<file path="src/rtl/uart_pkg.sv">
// Shared definitions for the UART transmitter peripheral: FSM states, register selects, status bit map.
// Latency: none (types and constants only).
// Backpressure: not applicable.
package uart_pkg;

    // Transmit FSM states; S_PARITY is only entered when parity is built in
    typedef enum logic [2:0] {
        S_IDLE   = 3'd0,
        S_START  = 3'd1,
        S_DATA   = 3'd2,
        S_STOP   = 3'd3,
        S_PARITY = 3'd4
    } uart_state_e;

    // Bus register select
    localparam logic REG_DATA = 1'b0;
    localparam logic REG_CTRL = 1'b1;

    // Status word bit positions
    localparam int ST_EMPTY   = 0;
    localparam int ST_FULL    = 1;
    localparam int ST_BUSY    = 2;
    localparam int ST_OVF     = 3;
    localparam int ST_CNT_LSB = 4;
    localparam int ST_PAR     = 12;
    localparam int ST_DIV_LSB = 16;

    // Field widths inside the status word
    localparam int CNT_W = 8;
    localparam int DIV_W = 16;

    // Smallest usable baud divisor (a 1-cycle bit period would break the reload scheme)
    localparam logic [DIV_W-1:0] DIV_MIN = 16'd2;

    // Clamp a requested divisor to the supported minimum
    function automatic logic [DIV_W-1:0] clamp_div(input logic [DIV_W-1:0] v);
        return (v < DIV_MIN) ? DIV_MIN : v;
    endfunction

endpackage

</file>
<file path="src/rtl/sync_fifo.sv">
// Synchronous single-clock FIFO with first-word fall-through read data and occupancy count.
// Latency: a push is visible at o_rdata/o_empty one cycle after the capturing edge.
// Backpressure: push while full is ignored unless a pop happens in the same cycle, which frees the slot.
module sync_fifo #(
    parameter int WIDTH = 8,
    parameter int DEPTH = 16
) (
    input  logic                     clk,
    input  logic                     rst,
    input  logic                     i_push,
    input  logic [WIDTH-1:0]         i_wdata,
    input  logic                     i_pop,
    output logic [WIDTH-1:0]         o_rdata,
    output logic                     o_full,
    output logic                     o_empty,
    output logic [$clog2(DEPTH):0]   o_count
);

    localparam int AW = $clog2(DEPTH);
    localparam int CW = AW + 1;

    logic [WIDTH-1:0] r_mem [DEPTH];
    logic [AW-1:0]    r_wr_ptr;
    logic [AW-1:0]    r_rd_ptr;
    logic [CW-1:0]    r_count;

    logic w_full;
    logic w_empty;
    logic w_do_pop;
    logic w_do_push;

    assign w_full    = (r_count == CW'(DEPTH));
    assign w_empty   = (r_count == '0);
    assign w_do_pop  = i_pop & ~w_empty;
    // A pop in the same cycle frees a slot, so a push into a full FIFO still lands
    assign w_do_push = i_push & (~w_full | w_do_pop);

    // Pointer and occupancy bookkeeping; pointers wrap naturally since DEPTH is a power of 2
    always_ff @(posedge clk) begin
        if (rst) begin
            r_wr_ptr <= '0;
            r_rd_ptr <= '0;
            r_count  <= '0;
        end else begin
            if (w_do_push) begin
                r_wr_ptr <= r_wr_ptr + AW'(1);
            end
            if (w_do_pop) begin
                r_rd_ptr <= r_rd_ptr + AW'(1);
            end
            if (w_do_push && !w_do_pop) begin
                r_count <= r_count + CW'(1);
            end else if (w_do_pop && !w_do_push) begin
                r_count <= r_count - CW'(1);
            end
        end
    end

    // Storage array; contents need no reset because the pointers define validity
    always_ff @(posedge clk) begin
        if (w_do_push) begin
            r_mem[r_wr_ptr] <= i_wdata;
        end
    end

    assign o_rdata = r_mem[r_rd_ptr];
    assign o_full  = w_full;
    assign o_empty = w_empty;
    assign o_count = r_count;

endmodule

</file>
<file path="src/rtl/uart_tx_periph.sv">
// Memory-mapped UART transmitter: bus bytes are queued in a FIFO and shifted out 8N1 (8E1 with UART_TX_PARITY_EN).
// Latency: DATA write at edge k into an empty idle FIFO is popped at k+1, start bit appears on tx after k+2.
// Backpressure: none on the bus; writes to a full FIFO are dropped and latch a sticky overflow flag.
module uart_tx_periph
    import uart_pkg::*;
#(
    parameter int FIFO_DEPTH = 16,
    parameter int DIV_RESET  = 868
) (
    input  logic        clk,
    input  logic        rst,
    input  logic        we,
    input  logic        reg_sel,
    input  logic [31:0] wdata,
    output logic [31:0] rdata,
    output logic        tx,
    output logic        busy,
    output logic        irq
);

    localparam int               CW         = $clog2(FIFO_DEPTH) + 1;
    localparam logic [DIV_W-1:0] DIV_RST_V  = DIV_W'(DIV_RESET);
`ifdef UART_TX_PARITY_EN
    localparam logic             PAR_BUILT  = 1'b1;
`else
    localparam logic             PAR_BUILT  = 1'b0;
`endif

    // Bus-side state
    logic [DIV_W-1:0] r_div_reg;
    logic             r_ovf;

    // Transmit datapath state
    uart_state_e      r_state;
    logic [DIV_W-1:0] r_baud_cnt;
    logic [DIV_W-1:0] r_div_lat;
    logic [2:0]       r_bit_idx;
    logic [7:0]       r_shift;
    logic             r_tx;
    logic             r_stop_done;
    logic             r_irq;

    // Combinational signals
    uart_state_e      w_state_nxt;
    logic             w_tick;
    logic             w_load;
    logic             w_fifo_pop;
    logic             w_last_done;
    logic             w_tx_nxt;
    logic             w_data_wr;
    logic             w_ctrl_wr;
    logic [7:0]       w_fifo_rdata;
    logic             w_fifo_full;
    logic             w_fifo_empty;
    logic [CW-1:0]    w_fifo_count;
    logic             w_busy;
    logic             w_unused_wdata;

    assign w_data_wr      = we & (reg_sel == REG_DATA);
    assign w_ctrl_wr      = we & (reg_sel == REG_CTRL);
    assign w_tick         = (r_baud_cnt == '0);
    assign w_busy         = (r_state != S_IDLE) | ~w_fifo_empty;
    assign w_unused_wdata = ^wdata[30:16];

    sync_fifo #(
        .WIDTH (8),
        .DEPTH (FIFO_DEPTH)
    ) u_fifo (
        .clk     (clk),
        .rst     (rst),
        .i_push  (w_data_wr),
        .i_wdata (wdata[7:0]),
        .i_pop   (w_fifo_pop),
        .o_rdata (w_fifo_rdata),
        .o_full  (w_fifo_full),
        .o_empty (w_fifo_empty),
        .o_count (w_fifo_count)
    );

    // Divisor register and sticky overflow flag written from the bus
    always_ff @(posedge clk) begin
        if (rst) begin
            r_div_reg <= DIV_RST_V;
            r_ovf     <= 1'b0;
        end else begin
            if (w_ctrl_wr) begin
                r_div_reg <= clamp_div(wdata[15:0]);
            end
            // Overflow only when the write really is dropped: a same-cycle pop makes room
            if (w_data_wr && w_fifo_full && !w_fifo_pop) begin
                r_ovf <= 1'b1;
            end else if (w_ctrl_wr && wdata[31]) begin
                r_ovf <= 1'b0;
            end
        end
    end

    // Next-state, FIFO pop and line value for the current state
    always_comb begin
        w_state_nxt = r_state;
        w_fifo_pop  = 1'b0;
        w_load      = 1'b0;
        w_last_done = 1'b0;
        w_tx_nxt    = 1'b1;
        case (r_state)
            S_IDLE: begin
                if (!w_fifo_empty) begin
                    w_fifo_pop  = 1'b1;
                    w_load      = 1'b1;
                    w_state_nxt = S_START;
                end
            end
            S_START: begin
                w_tx_nxt = 1'b0;
                if (w_tick) begin
                    w_state_nxt = S_DATA;
                end
            end
            S_DATA: begin
                w_tx_nxt = r_shift[r_bit_idx];
                if (w_tick && (r_bit_idx == 3'd7)) begin
`ifdef UART_TX_PARITY_EN
                    w_state_nxt = S_PARITY;
`else
                    w_state_nxt = S_STOP;
`endif
                end
            end
            S_PARITY: begin
                w_tx_nxt = ^r_shift;
                if (w_tick) begin
                    w_state_nxt = S_STOP;
                end
            end
            S_STOP: begin
                w_tx_nxt = 1'b1;
                if (w_tick) begin
                    // Chain straight into the next frame when more bytes are queued
                    if (!w_fifo_empty) begin
                        w_fifo_pop  = 1'b1;
                        w_load      = 1'b1;
                        w_state_nxt = S_START;
                    end else begin
                        w_last_done = 1'b1;
                        w_state_nxt = S_IDLE;
                    end
                end
            end
            default: begin
                w_state_nxt = S_IDLE;
            end
        endcase
    end

    // State register
    always_ff @(posedge clk) begin
        if (rst) begin
            r_state <= S_IDLE;
        end else begin
            r_state <= w_state_nxt;
        end
    end

    // Frame datapath: byte capture, per-frame divisor latch, bit timer and bit index
    always_ff @(posedge clk) begin
        if (rst) begin
            r_shift    <= '0;
            r_div_lat  <= DIV_RST_V;
            r_baud_cnt <= '0;
            r_bit_idx  <= '0;
        end else if (w_load) begin
            r_shift    <= w_fifo_rdata;
            r_div_lat  <= r_div_reg;
            r_baud_cnt <= r_div_reg - DIV_W'(1);
            r_bit_idx  <= '0;
        end else if (r_state != S_IDLE) begin
            if (w_tick) begin
                r_baud_cnt <= r_div_lat - DIV_W'(1);
                if (r_state == S_DATA) begin
                    r_bit_idx <= r_bit_idx + 3'd1;
                end
            end else begin
                r_baud_cnt <= r_baud_cnt - DIV_W'(1);
            end
        end
    end

    // Line register lags the state by one cycle; irq is delayed to match so it fires as the stop bit leaves the line
    always_ff @(posedge clk) begin
        if (rst) begin
            r_tx        <= 1'b1;
            r_stop_done <= 1'b0;
            r_irq       <= 1'b0;
        end else begin
            r_tx        <= w_tx_nxt;
            r_stop_done <= w_last_done;
            r_irq       <= r_stop_done;
        end
    end

    // Status word assembled from registered state
    always_comb begin
        rdata                          = '0;
        rdata[ST_EMPTY]                = w_fifo_empty;
        rdata[ST_FULL]                 = w_fifo_full;
        rdata[ST_BUSY]                 = w_busy;
        rdata[ST_OVF]                  = r_ovf;
        rdata[ST_CNT_LSB +: CNT_W]     = CNT_W'(w_fifo_count);
        rdata[ST_PAR]                  = PAR_BUILT;
        rdata[ST_DIV_LSB +: DIV_W]     = r_div_reg;
    end

    assign tx   = r_tx;
    assign busy = w_busy;
    assign irq  = r_irq;

endmodule

</file>
<file path="config.mk">
export PLATFORM = sky130hd
export DESIGN_NAME = uart_tx_periph
export DESIGN_NICKNAME = d
export VERILOG_FILES = /design/src/rtl/uart_pkg.sv /design/src/rtl/sync_fifo.sv /design/src/rtl/uart_tx_periph.sv
export SDC_FILE = /design/constraint.sdc
export NUM_CORES = 1
export LEC_CHECK = 0
export BUFFER_PORTS_ARGS = -buffer_cell sky130_fd_sc_hd__clkbuf_2
export CORE_AREA = 2 2 180 182
export DETAILED_ROUTE_END_ITERATION = 16
export DIE_AREA = 0 0 182 184
export SLEW_MARGIN = 10
export SYNTH_ARGS = -nofsm -noshare
export SYNTH_HDL_FRONTEND = slang
export SYNTH_HIERARCHICAL = 1
export SYNTH_SLANG_ARGS = --single-unit
</file>
<file path="constraint.sdc">
create_clock -name clk -period 8.4 [get_ports clk]
set_clock_uncertainty 0.1 [all_clocks]
set_input_delay 0 -clock clk [delete_from_list [all_inputs] [get_ports clk]]
set_output_delay 0 -clock clk [all_outputs]
set_load 0.03 [all_outputs]
</file>
==> Implementation_results.wiki <==
{| class="wikitable"
! Metric !! Value
|-
| Status || complete, no violations
|-
| Post-synthesis cell area || between 0.009 and 0.01 sq mm
|-
| Cell leakage power || between 0.003 and 0.004 uW
|-
| Insertion delay of the later-clocked pin in the worst-skew pair || between 0.5 and 0.6 ns
|-
| Final core utilization || between 30% and 40%
|-
| Leading area contributor after synthesis || sky130_fd_sc_hd__edfxtp_1
|-
| Post-route antenna net violation count || 0
|-
| Areal power density over the cells || ~330 mW/mm^2
|-
| Highest routed layer || met4
|-
| Largest stage delay on the critical path || 0.82 ns
|-
| Count of buffers added by post-CTS timing repair for setup || 0
|-
| Post-route clock period utilization || 62.19%
|-
| Worst Tran Pin Value || 1.055 ns
|-
| Row count || 65
|-
| Worst Path Class, Setup || flop to flop
|-
| Yosys warnings || 6
|-
| Met3 WL post-DR || between 900 and 1000 um
|-
| Number of global-route vias before repair || between 6,000 and 7,000
|-
| Gate count after technology mapping || 766
|-
| Worst relative slew slack || between 20% and 30%
|-
| Sequential Power Share || between 30% and 40%
|-
| Die width || 182 um
|-
| Final number of max-transition violations || 0
|-
| Yosys reg bits || 210
|-
| Kind of end point of the critical path || flop
|-
| GRT Resource Usage Total || 12.73%
|-
| Share of total power in combinational logic || between 30% and 40%
|-
| TritonCTS clock tree || done
|-
| Detailed Route Iter0 Violations || between 500 and 600
|-
| Wl on met1 || 10,140 um
|-
| Via count || about 6,300
|-
| Sequential standard cell area || ~0.0055 sq mm
|-
| Largest net degree at the start of global routing || 64
|-
| Nets || 873
|-
| Data required time of the critical path || a little under 9 ns
|-
| Leading register cell type out of synthesis || sky130_fd_sc_hd__edfxtp_1
|-
| CP max FO || 40
|-
| Area of the multi-input gates || about 0.0036 sq mm
|-
| Most frequently used cell type in the post-synthesis netlist || sky130_fd_sc_hd__edfxtp_1
|-
| Sum of negative setup slack || 0 ns
|-
| Mean instance size in the synthesized netlist || 12.26 sq um
|-
| Worst setup path startpoint || u_fifo/o_count[0]$_SDFFE_PP0P_
|-
| Core region area || ~0.031 sq mm
|-
| Time the final worst path needs with I/O delays and setup || 5.224 ns
|-
| Clock power share || 26.8%
|-
| Max reg flops || around 130
|-
| Met2 wire length || roughly 9900 um
|-
| Die Outline Area || roughly 0.033 sq mm
|-
| Filler cell count in the final layout || slightly above 3,000
|-
| Sequential element share of the synthesized area || around three fifths
|-
| Fraction of final layout cells sized beyond drive strength 1 || between 10% and 20%
|-
| Number of antenna violations at the first check in global routing || 0
|-
| Startpoint of the tightest hold check path || we
|-
| Cell chain of the critical path || or4_4 -> nor2_1 -> nor3b_4 -> a31oi_4 -> clkinv_1 -> buf_4 -> nand2_1 -> o21a_1 -> ha_1 -> nor3b_1 -> nand4_1 -> o211a_1 -> a32oi_2 -> nand2_1 -> o211a_1 -> a2111oi_2
|-
| Startpoint Class || flop
|-
| WP data arrival || 5.53 ns
|-
| Total wirelength of the detailed-routed design || between 20,000 and 25,000 um
|-
| Final instance count without filler cells || around 1,200
|-
| Count of buffers from port buffering || 48
|-
| Net switching component of the power || 1330 uW
|-
| Total placed cells including tap cells || 1,176
|-
| Kind of path behind the tightest hold check || input port to flop
|-
| Synth cell count leaders || 128 x sky130_fd_sc_hd__edfxtp_1, 97 x sky130_fd_sc_hd__nand2_1, 82 x sky130_fd_sc_hd__dfxtp_1
|-
| Max-cap violations || 0
|-
| Register clock-pin slew on the reported worst setup and hold paths || 0.07 ns
|-
| Avg WL per Cell || approximately 17 um
|-
| DRC || 0
|-
| Cell types occupying the most area after synthesis || sky130_fd_sc_hd__edfxtp_1 41%, sky130_fd_sc_hd__dfxtp_1 17%, sky130_fd_sc_hd__mux4_2 8.2%
|-
| # H-tree levels || 1
|-
| Reg-to-reg startpoint || u_fifo/o_count[0]$_SDFFE_PP0P_
|-
| Share of synthesized registers carrying an async set or reset || 0%
|-
| Clock buffer count from CTS || 22
|-
| Post-synth top area share || between 40% and 50%
|-
| Biggest register || u_fifo/r_mem
|-
| FMAX || ~190 MHz
|-
| Detailed Place HPWL || approximately 14,000 um
|-
| Internal power || between 2000 and 2500 uW
|-
| Crit-path slowest cell || sky130_fd_sc_hd__nor2_1
|-
| Global-route wire length before repair || around 34,000 um
|-
| RSZ-0062 raised after global routing || false
|-
| Sw frac || a little under two fifths
|-
| Count of inserted antenna diode cells || 0
|-
| Number of gates given a new drive strength after cts || 0
|-
| Number of buffers between clock root and the deepest sink || 3
|-
| Worst IR Drop VDD || approximately 0.15 mV
|-
| Sinks on Clock Net || 210
|-
| Post-synthesis cell type count || 71
|-
| Starting utilization of the core area || 29.90%
|-
| EDFF count, synth || approximately 130
|-
| Number of primary I/O pins || 71
|-
| Overflow left after global routing || 0
|-
| Total count of hold-check failures in the final report || 0
|-
| Clock Root Buffer || sky130_fd_sc_hd__clkbuf_16
|-
| Total setup violations reported at the end of the flow || 0
|-
| Routability cong. || between 0.8 and 0.9
|-
| Die height || 184 um
|-
| Area grow syn2layout || 15.85%
|-
| Detailed-routing iteration count for the pre-antenna-repair pass || 4
|-
| Post-detailed-route via-to-cell ratio || a little over 5
|}
-- metal layers --
layer	vias up	track usage, %
met5	-	0
met4	0	2.452
met3	35	2.080
met2	147	20.37
met1	3122	18.31
li1	2978	-
-- final cells by class --
type | instances | share of cell area [%]
Timing Repair Buffer | 80 | 4.924
Sequential cell | 210 | 50.45
Clock buffer | 27 | 5.419
Clock inverter | 13 | 1.173
Multi-Input combinational cell | 493 | 32.96
Inverter | 13 | 0.4487
Tap cell | 402 | 4.625
-- critical path: cells and delay by family, from the launching register on --
family	cells	cell delay, ns
AND/OR/NAND/NOR	7	2.49
AO/OA/AOI/OAI	6	1.56
flip-flops	1	0.37
buffers and inverters	2	0.36
adder cells (fa/ha/maj)	1	0.21
-- per-stage QoR --
stage	hold slack [ns]	worst slack, ns	power [uW]	instance area (sq um)
after global placement	0.1435	3.314	2578	9933
after global routing	0.08764	2.815	3764	10880
final	0.01946	3.176	3537	10880
after detailed placement	0.1470	3.294	2599	9933
after floorplan	-0.001131	4.054	2334	9410
after CTS	0.007828	3.245	3564	10870
-- what timing repair did --
action                     in CTS  in global routing
setup endpoints to repair       0                  0
hold buffers                   22                  0
hold endpoints to repair      152                  0
-- kinds of logic (layout without fill, tap and decap cells) --
family / Yosys count / count (layout) / synth area share (%)
compound gates: 154 / 154 / 11.66
xor+xnor: 17 / 17 / 1.586
fa+ha+maj: 17 / 17 / 2.346
buf+inv: 69 / 133 / 3.678
flops: 210 / 210 / 58.43
mux: 41 / 41 / 8.930
other cells: 1 / 7 / 0.03995
simple gates: 257 / 257 / 13.33
-- power groups by stage --
stage	registers (uW)	clock network, uW	logic (uW)
2_1_floorplan	1290	0	1050
3_3_place_gp	1280	0	1300
3_5_place_dp	1280	0	1310
4_1_cts	1260	974	1330
5_1_grt	1280	1020	1470
6_report	1260	947	1330
-- cells in the final DEF (no fill, tap or decap), drive strengths merged, types with 6 or more instances in the layout --
cell	netlist	layout
edfxtp	128	128
nand2	97	97
dfxtp	82	82
clkbuf	27	75
nor2	63	63
a21oi	47	47
mux4	34	34
dlygate4sd3	0	22
nand3	20	20
nor3	20	20
a22oi	19	19
o21ai	19	19
ha	16	16
inv	12	12
clkinv	1	11
o211ai	10	10
buf	29	10
a31oi	10	10
xor2	9	9
nor4	9	9
xnor2	8	8
o32ai	8	8
conb	1	7
and2	6	6
a211oi	6	6
nand4	6	6
or3	6	6
o31ai	6	6
nor3b	6	6
-- final timing paths --
path	cells after the start	to	slack, ns
setup / recovery	16	r_baud_cnt[14]$_SDFFE_PP0P_	3.18
hold / removal	4	r_div_reg[13]$_SDFFE_PP0P_	0.02
setup reg to reg	16	r_baud_cnt[14]$_SDFFE_PP0P_	3.18
hold reg to reg	1	irq$_SDFF_PP0_	0.35
(Power assumes the default switching activity.)
